File: config.mk
export PLATFORM = sky130hd
export DESIGN_NAME = sum_seq_ctrl_flat
export DESIGN_NICKNAME = d
export VERILOG_FILES = /design/src/rtl/sum_pkg.sv /design/src/rtl/sum_seq_ctrl_if.sv /design/src/rtl/full_adder.sv /design/src/rtl/slice_adder.sv /design/src/rtl/sum_seq_ctrl.sv /design/src/flat_wrapper.sv
export SDC_FILE = /design/constraint.sdc
export NUM_CORES = 1
export LEC_CHECK = 0
export CAP_MARGIN = 20
export CORE_MARGIN = 5
export CORE_UTILIZATION = 54
export DETAILED_ROUTE_END_ITERATION = 12
export PLACE_DENSITY = 0.92
export SETUP_SLACK_MARGIN = 0.02
export SLEW_MARGIN = 20
export SYNTH_ARGS = -nofsm -noshare
export SYNTH_HDL_FRONTEND = slang
export SYNTH_SLANG_ARGS = --single-unit
File: constraint.sdc
create_clock -name clk -period 5.22 [get_ports clk]
set_input_delay 1.305 -clock clk [delete_from_list [all_inputs] [get_ports clk]]
set_output_delay 1.305 -clock clk [all_outputs]
set_load 0.1 [all_outputs]
File: src/rtl/sum_pkg.sv
// sum_pkg: shared state encoding, defaults and index-width helper for sum_seq_ctrl
package sum_pkg;
  typedef enum logic [1:0] {IDLE, RUN, DONE} state_t;
  localparam int DEF_WIDTH = 4;
  localparam int DEF_WORDS = 4;
  function automatic int idx_w(input int words);
    return (words > 1) ? $clog2(words) : 1;
  endfunction
  localparam int DEF_IDX_W = idx_w(DEF_WORDS);
endpackage

File: src/rtl/sum_seq_ctrl_if.sv
// sum_seq_ctrl_if: operand/result handshake bundle; sub exists only with SUM_SUB_EN
interface sum_seq_ctrl_if #(parameter int WIDTH = 4, parameter int WORDS = 4);
  logic in_valid;
  logic in_ready;
  logic [WIDTH*WORDS-1:0] data_a;
  logic [WIDTH*WORDS-1:0] data_b;
`ifdef SUM_SUB_EN
  logic sub;
`endif
  logic out_valid;
  logic out_ready;
  logic [WIDTH*WORDS-1:0] sum;
  logic c_out;
  logic busy;
  modport master (
    output in_valid, data_a, data_b, out_ready,
`ifdef SUM_SUB_EN
    output sub,
`endif
    input in_ready, out_valid, sum, c_out, busy
  );
  modport slave (
    input in_valid, data_a, data_b, out_ready,
`ifdef SUM_SUB_EN
    input sub,
`endif
    output in_ready, out_valid, sum, c_out, busy
  );
endinterface

File: src/rtl/full_adder.sv
// full_adder: single-bit full adder cell
module full_adder (
  input  logic a,
  input  logic b,
  input  logic c_in,
  output logic sum,
  output logic c_out
);
  assign sum   = a ^ b ^ c_in;
  assign c_out = (a & b) | (c_in & (a ^ b));
endmodule

File: src/rtl/slice_adder.sv
// slice_adder: WIDTH-bit ripple-carry chain of full_adder cells
module slice_adder #(parameter int WIDTH = 4) (
  input  logic [WIDTH-1:0] a,
  input  logic [WIDTH-1:0] b,
  input  logic             c_in,
  output logic [WIDTH-1:0] sum,
  output logic             c_out
);
  logic [WIDTH:0] c;
  assign c[0]  = c_in;
  assign c_out = c[WIDTH];
  for (genvar i = 0; i < WIDTH; i++) begin : g_fa
    full_adder u_fa (.a(a[i]), .b(b[i]), .c_in(c[i]), .sum(sum[i]), .c_out(c[i+1]));
  end
endmodule

File: src/rtl/sum_seq_ctrl.sv
// sum_seq_ctrl: wide add sequenced one WIDTH chunk per cycle through one slice_adder.
// Define SUM_SUB_EN to add a sub input that turns the operation into A - B.
module sum_seq_ctrl
  import sum_pkg::*;
#(
  parameter int WIDTH = DEF_WIDTH,
  parameter int WORDS = DEF_WORDS
) (
  input logic clk,
  input logic rst,
  sum_seq_ctrl_if.slave bus
);
  localparam int IW = idx_w(WORDS);
  localparam int N  = WIDTH * WORDS;
  state_t         state;
  logic [IW-1:0]  idx;
  logic           carry;
  logic [N-1:0]   op_a, op_b, sum_r;
  logic           c_out_r, out_valid_r, in_ready_r, busy_r;
  logic [WIDTH-1:0] ca, cb, cs;
  logic           cc;
  logic           last;
  assign ca   = op_a[idx*WIDTH +: WIDTH];
  assign cb   = op_b[idx*WIDTH +: WIDTH];
  assign last = (idx == IW'(WORDS - 1));
  slice_adder #(.WIDTH(WIDTH)) u_slice (.a(ca), .b(cb), .c_in(carry), .sum(cs), .c_out(cc));
  always_ff @(posedge clk) begin
    if (rst) begin
      state       <= IDLE;
      idx         <= '0;
      carry       <= 1'b0;
      op_a        <= '0;
      op_b        <= '0;
      sum_r       <= '0;
      c_out_r     <= 1'b0;
      out_valid_r <= 1'b0;
      in_ready_r  <= 1'b1;
      busy_r      <= 1'b0;
    end else begin
      case (state)
        IDLE: if (bus.in_valid && in_ready_r) begin
          op_a       <= bus.data_a;
`ifdef SUM_SUB_EN
          op_b       <= bus.sub ? ~bus.data_b : bus.data_b;
          carry      <= bus.sub;
`else
          op_b       <= bus.data_b;
          carry      <= 1'b0;
`endif
          idx        <= '0;
          sum_r      <= '0;
          state      <= RUN;
          in_ready_r <= 1'b0;
          busy_r     <= 1'b1;
        end
        RUN: begin
          sum_r[idx*WIDTH +: WIDTH] <= cs;
          carry <= cc;
          idx   <= last ? '0 : idx + 1'b1;
          if (last) begin
            c_out_r     <= cc;
            state       <= DONE;
            out_valid_r <= 1'b1;
            busy_r      <= 1'b0;
          end
        end
        DONE: if (out_valid_r && bus.out_ready) begin
          out_valid_r <= 1'b0;
          in_ready_r  <= 1'b1;
          state       <= IDLE;
        end
        default: state <= IDLE;
      endcase
    end
  end
  assign bus.in_ready  = in_ready_r;
  assign bus.out_valid = out_valid_r;
  assign bus.sum       = sum_r;
  assign bus.c_out     = c_out_r;
  assign bus.busy      = busy_r;
endmodule

File: src/flat_wrapper.sv
// flat-port wrapper written by rule: the top's interface ports become plain ports
module sum_seq_ctrl_flat import sum_pkg::*;
#(
  parameter int WIDTH = DEF_WIDTH,
  parameter int WORDS = DEF_WORDS
)
  (clk, rst, bus_in_valid, bus_data_a, bus_data_b, bus_out_ready, bus_in_ready, bus_out_valid, bus_sum, bus_c_out, bus_busy);
  sum_seq_ctrl_if #(.WIDTH(WIDTH), .WORDS(WORDS)) bus_i ();
  input logic clk;
  input logic rst;
  input wire logic [$bits(bus_i.in_valid)-1:0] bus_in_valid;
  input wire logic [$bits(bus_i.data_a)-1:0] bus_data_a;
  input wire logic [$bits(bus_i.data_b)-1:0] bus_data_b;
  input wire logic [$bits(bus_i.out_ready)-1:0] bus_out_ready;
  output wire logic [$bits(bus_i.in_ready)-1:0] bus_in_ready;
  output wire logic [$bits(bus_i.out_valid)-1:0] bus_out_valid;
  output wire logic [$bits(bus_i.sum)-1:0] bus_sum;
  output wire logic [$bits(bus_i.c_out)-1:0] bus_c_out;
  output wire logic [$bits(bus_i.busy)-1:0] bus_busy;
  assign bus_i.in_valid = bus_in_valid;
  assign bus_i.data_a = bus_data_a;
  assign bus_i.data_b = bus_data_b;
  assign bus_i.out_ready = bus_out_ready;
  assign bus_in_ready = bus_i.in_ready;
  assign bus_out_valid = bus_i.out_valid;
  assign bus_sum = bus_i.sum;
  assign bus_c_out = bus_i.c_out;
  assign bus_busy = bus_i.busy;
  sum_seq_ctrl #(.WIDTH(WIDTH), .WORDS(WORDS)) u_core (.clk(clk), .rst(rst), .bus(bus_i));
endmodule
==> results.md, run 1 <==
- Post_cts resized: 0
- Flop2flop setup slack: 1.96 ns
- Post-synthesis cell count: roughly 270
- Area growth syn-to-layout: 27.8%
- Horiz. Die Dim: 78.9 um
- Final Wtd Congestion: slightly below 0.8
- Largest cells by area after synthesis: dfxtp_1 (45%), nand2_1 (10%), a21oi_1 (7.6%), mux4_1 (6.2%), a22o_1 (5.5%)
- Final period util: 62.4%
- Rows: 25
- Wirelength per Cell: 14.3 um
- N_diodes: 0
- Top_reg_cell synth: dfxtp_1
- Seq. cell area: between 1000 and 1500 um^2
- Pin count of the biggest net entering global routing: between 50 and 60
- Max Buffers Root-to-Sink: 2
- Layout cells sized above 1: under 10%
- Hold Path Class: reg -> reg
- Global-route wire length before repair: 8690 um
- Clk_lat worst skew: 0.35 ns
- Crit end category: register
- Core area: 4660 um^2
- Required @ worst endpoint: 5.51 ns
- Reg-to-Reg End: u_core.bus.sum[11]
- Slew Viols, Final: 0
- Vias in the first global route: 1895
- Multi-input logic area: between 1000 and 1500 um^2
- Post-layout net count: around 360
- DRC viols: 0
- Via count: slightly above 2000
- First DRT Iteration DRCs: 112
- Max Fclk: 0.307 GHz
- Worst clock skew: 0.00704 ns
- Number of buffers created by CTS: 9
- Reg2reg path depth: 10
- Setup CP Type: reg -> reg
- Die area: 6220 um^2
- CP Data Arrival Time: roughly 3.5 ns
- Initial antenna violation count: 0
- MaxCap Viol Count: 0
- TNS Setup: 0 ns
- Slew HR: 35.0%
- WHS Endpoint: u_core.op_b[13]
- Gr ovfl total: 0
- Yosys top cell area share: 44.6%
- Pwr/cell area: 319 nW/um^2
- Port Buf Inserts: 55
- Post-synthesis sequential area ratio: 44.6%
- Startpoint type of the worst setup path: register
- Worst Tran Pin Value: 0.972 ns
- Drt via density: 5.42
- Die Ht: 78.9 um
- Clock root cell: clkbuf_8
- EDFF count, synth: 0
- Fin crit period: 3.26 ns
- GRT Util Overall: 18.2%
- Syn_nets: 311
- CTS H-tree lvls: 3
- Clk slew on worst S/H paths: 0.06 ns
- Library cells used by synthesis: 37
- Crit Path Max Fanout: 16
- Post-CTS Hold Buffers: 0
- Worst Hold Depth: 2
- Worst setup path startpoint: u_core.idx[0]
- Leak: ~1.2 nW
- Status: complete, no violations
- Final setup margin: 1.96 ns
- Fillers: 356
- Postcts setup bufs: 0
- Worst r2r src: u_core.idx[0]
- CTS tree: done
- Synthesized cell area: 2560 um^2
- Worst IR drop on VDD: roughly 180 uV
- Setup-failing EPs final: 0
- Fraction of registers with async set/reset: 0%
- YS warnings: 0
- Synthesized flop and latch total: 57
- Top Ports: 56
- WL final: between 5000 and 6000 um
- Final-report hold violation count: 0
- Number of routed nets with antenna violations: 0
- Hold Startpoint: u_core.op_b[13]
- Clk sinks: 57
- Synth Area per Inst: 9.59 um^2
- Detailed placement HPWL: 3860 um
- Initial Util: between 50% and 60%
- Largest area contributor in the netlist: dfxtp_1
- Unrepaired setup endpoints after global routing: no
- Pre-antenna DRT Iters: 4
- Dpl ws: 1.96 ns
==> routing by layer <==
layer	global-route usage, %	vias to the layer above	share of wire [%]
met5	0	-	0
met4	11.7	0	2.6
li1	-	1024	-
met3	5.90	11	6.4
met2	30.1	66	49
met1	20.1	938	42
==> area by class of cell <==
type / instances / area share [%]
Tap cell: 54 / 2.06
Clock buffer: 14 / 5.28
Multi-Input combinational cell: 180 / 38.1
Inverter: 12 / 1.38
Clock inverter: 2 / 1.07
Timing Repair Buffer: 57 / 17.3
Sequential cell: 57 / 34.9
==> flip-flops by register name, indices dropped and copies added, names as in the netlist <==
register	cells
u_core.bus.busy	1
u_core.bus.c_out	1
u_core.bus.in_ready	1
u_core.bus.out_valid	1
u_core.bus.sum	16
u_core.carry	1
u_core.idx	2
u_core.op_a	16
u_core.op_b	16
u_core.state	2
==> power breakdown <==
part	switching [mW]	total (mW)	internal, mW
Clock	0.164	0.423	0.259
Combinational	0.0822	0.147	0.0646
Sequential	0.0184	0.474	0.456
Total	0.265	1.04	0.779
==> worst max path at each step <==
stage	end	depth (start not counted)
2_1_floorplan	u_core.bus.sum[11]	11
3_3_place_gp	u_core.bus.sum[11]	10
3_5_place_dp	u_core.bus.sum[11]	10
4_1_cts	u_core.bus.sum[11]	10
5_1_grt	u_core.bus.sum[11]	10
6_report	u_core.bus.sum[11]	10
==> through the flow <==
step | util [%] | instance area (um^2) | hold WS, ns | total power, mW | std cells
floorplan | - | 2560 | 0.432 | 0.587 | 267
detailed placement | 65.8 | 3070 | 0.445 | 0.630 | 360
CTS | 70.2 | 3270 | 0.454 | 1.05 | 376
global placement | 65.8 | 3070 | 0.440 | 0.626 | 360
finish | 70.2 | 3270 | 0.452 | 1.04 | 376
global route | 70.2 | 3270 | 0.469 | 1.09 | 376
==> cells in the mapped netlist (all sizes together) (3+ instances only) <==
cell / instances
dfxtp: 57
a21oi: 39
a21o: 4
o21ai: 5
clkbuf: 6
nand2: 70
nor2: 6
a22o: 16
ha: 4
nand3: 3
buf: 12
mux4: 8
inv: 12
fa: 4
==> critical path, stage by stage (launching register included) <==
cell and delay, ns:
dfxtp_1 0.84, mux4_2 0.60, inv_1 0.09, fa_1 0.15, inv_1 0.05, fa_1 0.35, inv_1 0.08, fa_1 0.17
fa_1 0.41, nor2_1 0.27, a22o_1 0.20
==> cell usage in the layout, fill, tap and decap left out, types with 6 or more instances in the layout <==
master           instances
nand2_1                 70
a22o_1                  16
dfxtp_1                 57
inv_1                   12
nor2_1                   6
mux4_1                   6
a21oi_1                 39
clkbuf_8                12
clkdlybuf4s50_1         55
==> cell families after synthesis <==
| kind of cell | count (synthesis) | synth area share [%] |
|---|---|---|
| AND/OR/NAND/NOR | 95 | 18.6 |
| AO/OA/AOI/OAI | 69 | 17.0 |
| flip-flops | 57 | 44.6 |
| buffers and inverters | 30 | 6.79 |
| multiplexers | 8 | 7.91 |
| adder cells (fa/ha/maj) | 8 | 5.08 |
No activity file was read; power rests on OpenSTA's default activity.
==> run 2, diff against run 1 <==
Settings changed: CORE_UTILIZATION 54 to 50, PLACE_DENSITY 0.92 to 0.87.
Clock period 5.22 ns to 3.24 ns, I/O delays scaled along.
==> run 2 against run 1 <==
  * Wire length fell by 0.19%
  * Design area decreased by 0.54%
  * First-iteration DRC count fell by 22%
  * Sequential cell count unchanged
  * Clock power grew 57%
  * Critical path depth is 2 lower
  * Total power rose by 60%
  * Critical endpoint unchanged
  * Largest cell class unchanged
  * Highest routed layer unchanged
==> results.md, run 2 (same netlist as run 1, synthesis figures left out) <==
- Commonest cells after routing, fill and taps aside: nand2_1 (70), dfxtp_1 (57), a21oi_1 (39)
- CP endpoint: u_core.bus.sum[11]
- Pwr/cell area: 512 nW/um^2 (+61%)
- MaxCap Viol Count: 0 (unchanged)
- Leak: 1.27 nW (+3.3%)
- Crit end category: register
- Pre-antenna DRT Iters: 4 (unchanged)
- DRC viols: 0 (unchanged)
- Fillers: 397 (+12%)
- Worst Tran Pin Value: 0.635 ns (-0.337 ns)
- Flop2flop setup slack: 0.39 ns (-1.57 ns)
- Int Power: 1.20 mW (+54%)
- GRT Util Overall: 17.1% (-1.1 points)
- Area growth syn-to-layout: 27.1%
- Drt via density: 5.15 (-5.0%)
- Clk network pwr share: 39.9% (-0.6 points)
- Clk_lat worst skew: 0.34 ns (about the same)
- Hold Path Class: reg -> reg
- Die Ht: 81.6 um (+3.4%)
- Startpoint type of the worst setup path: register
- CTS tree: done
- Post-CTS Hold Buffers: 0 (unchanged)
- Worst IR drop on VDD: 294 uV (+62%)
- Worst r2r src: u_core.idx[0]
- Crit Path Max Fanout: 9 (-7)
- Slew HR: 57.7% (+23 points)
- Fin crit period: 2.85 ns (-0.407 ns)
- Placed insts: 379 (+5.3%)
- Final Wtd Congestion: 0.810 (+3.3%)
- Required @ worst endpoint: 3.52 ns (-1.99 ns)
- Number of buffers created by CTS: 9 (unchanged)
- Core area: 5040 um^2 (+8.2%)
- Gr ovfl total: 0 (unchanged)
- Fin cells: 395 (+5.1%)
- Final period util: 87.9% (+26 points)
- Via count: 2036 (-0.15%)
- Worst clock skew: 0.00587 ns (-0.00118 ns)
- Post_cts resized: 0 (unchanged)
- Vias in the first global route: 1882 (-0.69%)
- Global-route wire length before repair: 8510 um (-2.2%)
- Clk slew on worst S/H paths: 0.07 ns (about the same)
- Detailed placement HPWL: 3940 um (+1.9%)
- Setup-failing EPs final: 0 (unchanged)
- Max Buffers Root-to-Sink: 2 (unchanged)
- Wirelength per Cell: 13.6 um (-5.0%)
- Clk sinks: 57 (unchanged)
- Number of routed nets with antenna violations: 0 (unchanged)
- Rows: 26 (+4.0%)
- Sw frac: 28.1% (+2.7 points)
- Combinational fraction of design power: 14.7% (+0.6 points)
- Reg-to-Reg End: u_core.bus.sum[11]
- Most common cell after layout, fill and taps aside: nand2_1
- Worst setup path startpoint: u_core.idx[0]
- CTS H-tree lvls: 3 (unchanged)
- Clock root cell: clkbuf_8
- Status: complete, no violations
- CP Data Arrival Time: 3.13 ns (-0.41 ns)
- Die area: 6650 um^2 (+7.0%)
- Top Ports: 56 (unchanged)
- Post-layout net count: 364 (+0.83%)
- Setup CP Type: reg -> reg
- Worst hold slack: 0.452 ns (-0.000443 ns)
- Layout cells sized above 1: 15.4% (+7.9 points)
- Initial Util: 50.8% (-4.2 points)
- Port Buf Inserts: 55 (unchanged)
- Unrepaired setup endpoints after global routing: no
- P_sw: 0.468 mW (+77%)
- TNS Setup: 0 ns (unchanged)
- Initial antenna violation count: 0 (unchanged)
- Horiz. Die Dim: 81.6 um (+3.4%)
- Slew Viols, Final: 0 (unchanged)
- N_diodes: 0 (unchanged)
- Max Fclk: 0.351 GHz (+14%)
- Sequential power share: 45.4% (about the same)
- WL final: 5380 um (-0.19%)
- Postcts setup bufs: 0 (unchanged)
- First DRT Iteration DRCs: 87 (-22%)
- Final-report hold violation count: 0 (unchanged)
- Reg2reg path depth: 8 (-2)
- Pin count of the biggest net entering global routing: 48 (-7.7%)
## run 2: cell count changes in the layout (fill, tap and decap cells not counted)
cell	previous run	this run
inv_6	0	2
clkbuf_8	12	9
clkinv_2	1	0
clkinvlp_4	0	3
clkdlybuf4s50_1	55	34
clkbuf_1	2	0
buf_4	2	25
buf_2	0	1
clkinv_4	0	1
## run 2: worst max-delay path: stages, from the launching register on
cell and delay [ns]:
dfxtp_1 0.41, buf_4 0.22, mux4_1 0.60, fa_1 0.44
inv_1 0.09, fa_1 0.21, fa_1 0.42, nor2_1 0.23
a22o_1 0.19
## run 2: power groups by stage
stage | Clock (mW) | Sequential, mW | Combinational, mW
6_report | 0.665 | 0.757 | 0.245
3_3_place_gp | 0 | 0.771 | 0.239
5_1_grt | 0.707 | 0.761 | 0.270
3_5_place_dp | 0 | 0.773 | 0.246
4_1_cts | 0.676 | 0.757 | 0.247
2_1_floorplan | 0 | 0.795 | 0.152
## run 2: per-stage QoR
step / area, um^2 / power (mW) / util (%) / setup WS (ns)
after detailed placement: 3050 / 1.02 / 60.5 / 0.389
after global placement: 3050 / 1.01 / 60.5 / 0.524
after CTS: 3260 / 1.68 / 64.6 / 0.390
after global routing: 3260 / 1.74 / 64.6 / 0.203
final: 3260 / 1.67 / 64.6 / 0.391
after floorplan: 2560 / 0.946 / - / 0.385
## run 2: routing by layer
| metal | vias to the layer above | global-route usage [%] | routed length [um] |
|---|---|---|---|
| met5 | - | 0 | 0 |
| met4 | 0 | 9.30 | 154 |
| li1 | 1033 | - | - |
| met3 | 19 | 4.50 | 332 |
| met2 | 69 | 29.2 | 2620 |
| met1 | 915 | 19.5 | 2270 |
## run 2: area by class of cell
| type | instances | area (um^2) | share of cell area, % |
|---|---|---|---|
| clock buffer | 9 | 124 | 3.80 |
| clock inverter | 7 | 78.8 | 2.42 |
| inverter | 12 | 45.0 | 1.38 |
| multi-input combinational | 180 | 1250 | 38.3 |
| sequential | 57 | 1140 | 35.0 |
| tap | 70 | 87.6 | 2.69 |
| timing repair buffer | 60 | 533 | 16.4 |
## run 2: how the worst min path moves through the flow
stage,from,end,slack (ns),cells after the start
floorplan,u_core.op_a[5],u_core.op_a[5],0.43,2
global placement,u_core.op_a[11],u_core.op_a[11],0.44,2
detailed placement,u_core.op_a[11],u_core.op_a[11],0.44,2
CTS,u_core.op_a[11],u_core.op_a[11],0.45,2
global route,u_core.op_a[7],u_core.op_a[7],0.48,2
finish,u_core.op_a[1],u_core.op_a[1],0.45,2
==> run 3, diff against run 2 <==
Settings changed: CELL_PAD_IN_SITES_DETAIL_PLACEMENT from default to 0, CELL_PAD_IN_SITES_GLOBAL_PLACEMENT from default to 2, CORE_UTILIZATION 50 to 31, PLACE_DENSITY 0.87 to 0.88, SLEW_MARGIN 20 to default.
==> run 3 against run 2 <==
  * Combinational power is 2% lower
  * Worst hold slack better by 0.0043 ns
  * Clock power is 18% lower
  * Critical path type unchanged
  * Largest cell class unchanged
==> results.md, run 3 (same netlist as run 1, synthesis figures left out) <==
- Gr ovfl total: 0 (unchanged)
- Clk sinks: 57 (unchanged)
- Hold Path Class: reg -> reg
- First DRT Iteration DRCs: 53 (-39%)
- Post-CTS Hold Buffers: 0 (unchanged)
- CTS tree: done
- Detailed placement HPWL: 4340 um (+10%)
- CP endpoint: u_core.bus.sum[15]
- Seq. cell area: 1140 um^2 (unchanged)
- Max Buffers Root-to-Sink: 2 (unchanged)
- Leak: 1.25 nW (-1.7%)
- Top Ports: 56 (unchanged)
- Pwr Total: 1.55 mW (-7.2%)
- Reg2reg path depth: 10 (+2)
- DRC viols: 0 (unchanged)
- Wirelength per Cell: 13.5 um (-1.0%)
- Clk slew on worst S/H paths: 0.06 ns (about the same)
- Rows: 33 (+27%)
- Most common cell after layout, fill and taps aside: nand2_1
- Via count: 1990 (-2.3%)
- TNS Setup: 0 ns (unchanged)
- Horiz. Die Dim: 101 um (+24%)
- Clk_lat worst skew: 0.33 ns (about the same)
- Core area: 8130 um^2 (+61%)
- Flop2flop setup slack: 0.30 ns (-0.10 ns)
- MaxCap Viol Count: 0 (unchanged)
- Setup-failing EPs final: 0 (unchanged)
- Die Ht: 101 um (+24%)
- Final period util: 90.9% (+3.0 points)
- Post_cts resized: 0 (unchanged)
- Slew HR: 54.9% (-2.8 points)
- Unrepaired setup endpoints after global routing: no
- Commonest cells after routing, fill and taps aside: nand2_1 (70), dfxtp_1 (57), a21oi_1 (39)
- Required @ worst endpoint: 3.51 ns (about the same)
- Final Wtd Congestion: 0.762 (-5.9%)
- Worst r2r src: u_core.idx[1]
- Pwr/cell area: 477 nW/um^2 (-6.9%)
- Post-layout net count: 362 (-0.55%)
- Worst clock skew: 0.00601 ns (+0.000142 ns)
- Status: complete, no violations
- Multi-input logic area: 1250 um^2 (unchanged)
- Crit Path Max Fanout: 12 (+3)
- Final-report hold violation count: 0 (unchanged)
- Fin crit period: 2.94 ns (+0.0957 ns)
- GRT Util Overall: 12.3% (-4.8 points)
- WL final: 5770 um (+7.2%)
- Vias in the first global route: 2021 (+7.4%)
- CTS H-tree lvls: 3 (unchanged)
- Worst setup path startpoint: u_core.idx[1]
- N_diodes: 0 (unchanged)
- Global-route wire length before repair: 9780 um (+15%)
- Fin cells: 428 (+8.4%)
- Startpoint type of the worst setup path: register
- Number of routed nets with antenna violations: 0 (unchanged)
- Fin util: 39.9% (-25 points)
- Worst Tran Pin Value: 0.677 ns (+0.0420 ns)
- Max Fclk: 0.340 GHz (-3.3%)
- Pre-antenna DRT Iters: 4 (unchanged)
- Drt via density: 4.65 (-9.8%)
- Slew Viols, Final: 0 (unchanged)
- Die area: 10200 um^2 (+53%)
- Number of buffers created by CTS: 9 (unchanged)
- Reg-to-Reg End: u_core.bus.sum[15]
- Area growth syn-to-layout: 26.7%
- Initial Util: 31.5% (-19 points)
- Fillers: 847 (+110%)
- CP Data Arrival Time: 3.22 ns (+0.09 ns)
- Layout cells sized above 1: 14.6% (-0.83 points)
- Initial antenna violation count: 0 (unchanged)
- Worst IR drop on VDD: 141 uV (-52%)
- Port Buf Inserts: 55 (unchanged)
- Crit end category: register
- Pin count of the biggest net entering global routing: 36 (-25%)
- Clock root cell: clkbuf_8
- Placed insts: 412 (+8.7%)
- Postcts setup bufs: 0 (unchanged)
- Setup CP Type: reg -> reg
## run 3: stage by stage
stage | setup slack (ns) | hold slack [ns] | area (um^2)
3_5_place_dp | 0.351 | 0.446 | 3080
2_1_floorplan | 0.385 | 0.432 | 2560
6_report | 0.295 | 0.456 | 3240
4_1_cts | 0.324 | 0.455 | 3240
5_1_grt | 0.130 | 0.478 | 3240
3_3_place_gp | 0.426 | 0.447 | 3080
## run 3: layout make-up
| type | count | area share [%] |
|---|---|---|
| clock buffers | 10 | 3.93 |
| clock inverters | 6 | 1.08 |
| inverters | 12 | 1.39 |
| multi-input cells | 180 | 38.4 |
| flip-flops and latches | 57 | 35.2 |
| well taps | 105 | 4.05 |
| repair buffers | 58 | 16.0 |
## run 3: critical path: stages (launching register included)
cell	delay [ns]
dfxtp_1	0.59
mux4_2	0.29
inv_1	0.05
fa_1	0.37
inv_1	0.07
fa_1	0.17
inv_1	0.05
fa_1	0.38
fa_1	0.45
nor2_1	0.26
a22o_1	0.19
## run 3: power breakdown
group / switching [mW] / internal (mW)
registers: 0.0263 / 0.734
clock network: 0.275 / 0.271
logic: 0.137 / 0.104
total: 0.439 / 1.11
## run 3: how the worst min path moves through the flow
stage	slack (ns)	endpoint	start	depth (start not counted)
floorplan	0.43	u_core.op_a[5]	u_core.op_a[5]	2
global placement	0.45	u_core.op_a[10]	u_core.op_a[10]	2
detailed placement	0.45	u_core.op_a[15]	u_core.op_a[15]	2
CTS	0.45	u_core.op_a[15]	u_core.op_a[15]	2
global route	0.48	u_core.op_b[13]	u_core.op_b[13]	2
finish	0.46	u_core.op_b[15]	u_core.op_b[15]	2
## run 3: layer usage
| layer | track usage (%) | wire length, um | vias up |
|---|---|---|---|
| met5 | 0 | 0 | - |
| met4 | 3.99 | 48 | 0 |
| met3 | 4.50 | 283 | 5 |
| met2 | 19.3 | 2650 | 50 |
| met1 | 15.7 | 2790 | 912 |
| li1 | - | - | 1023 |
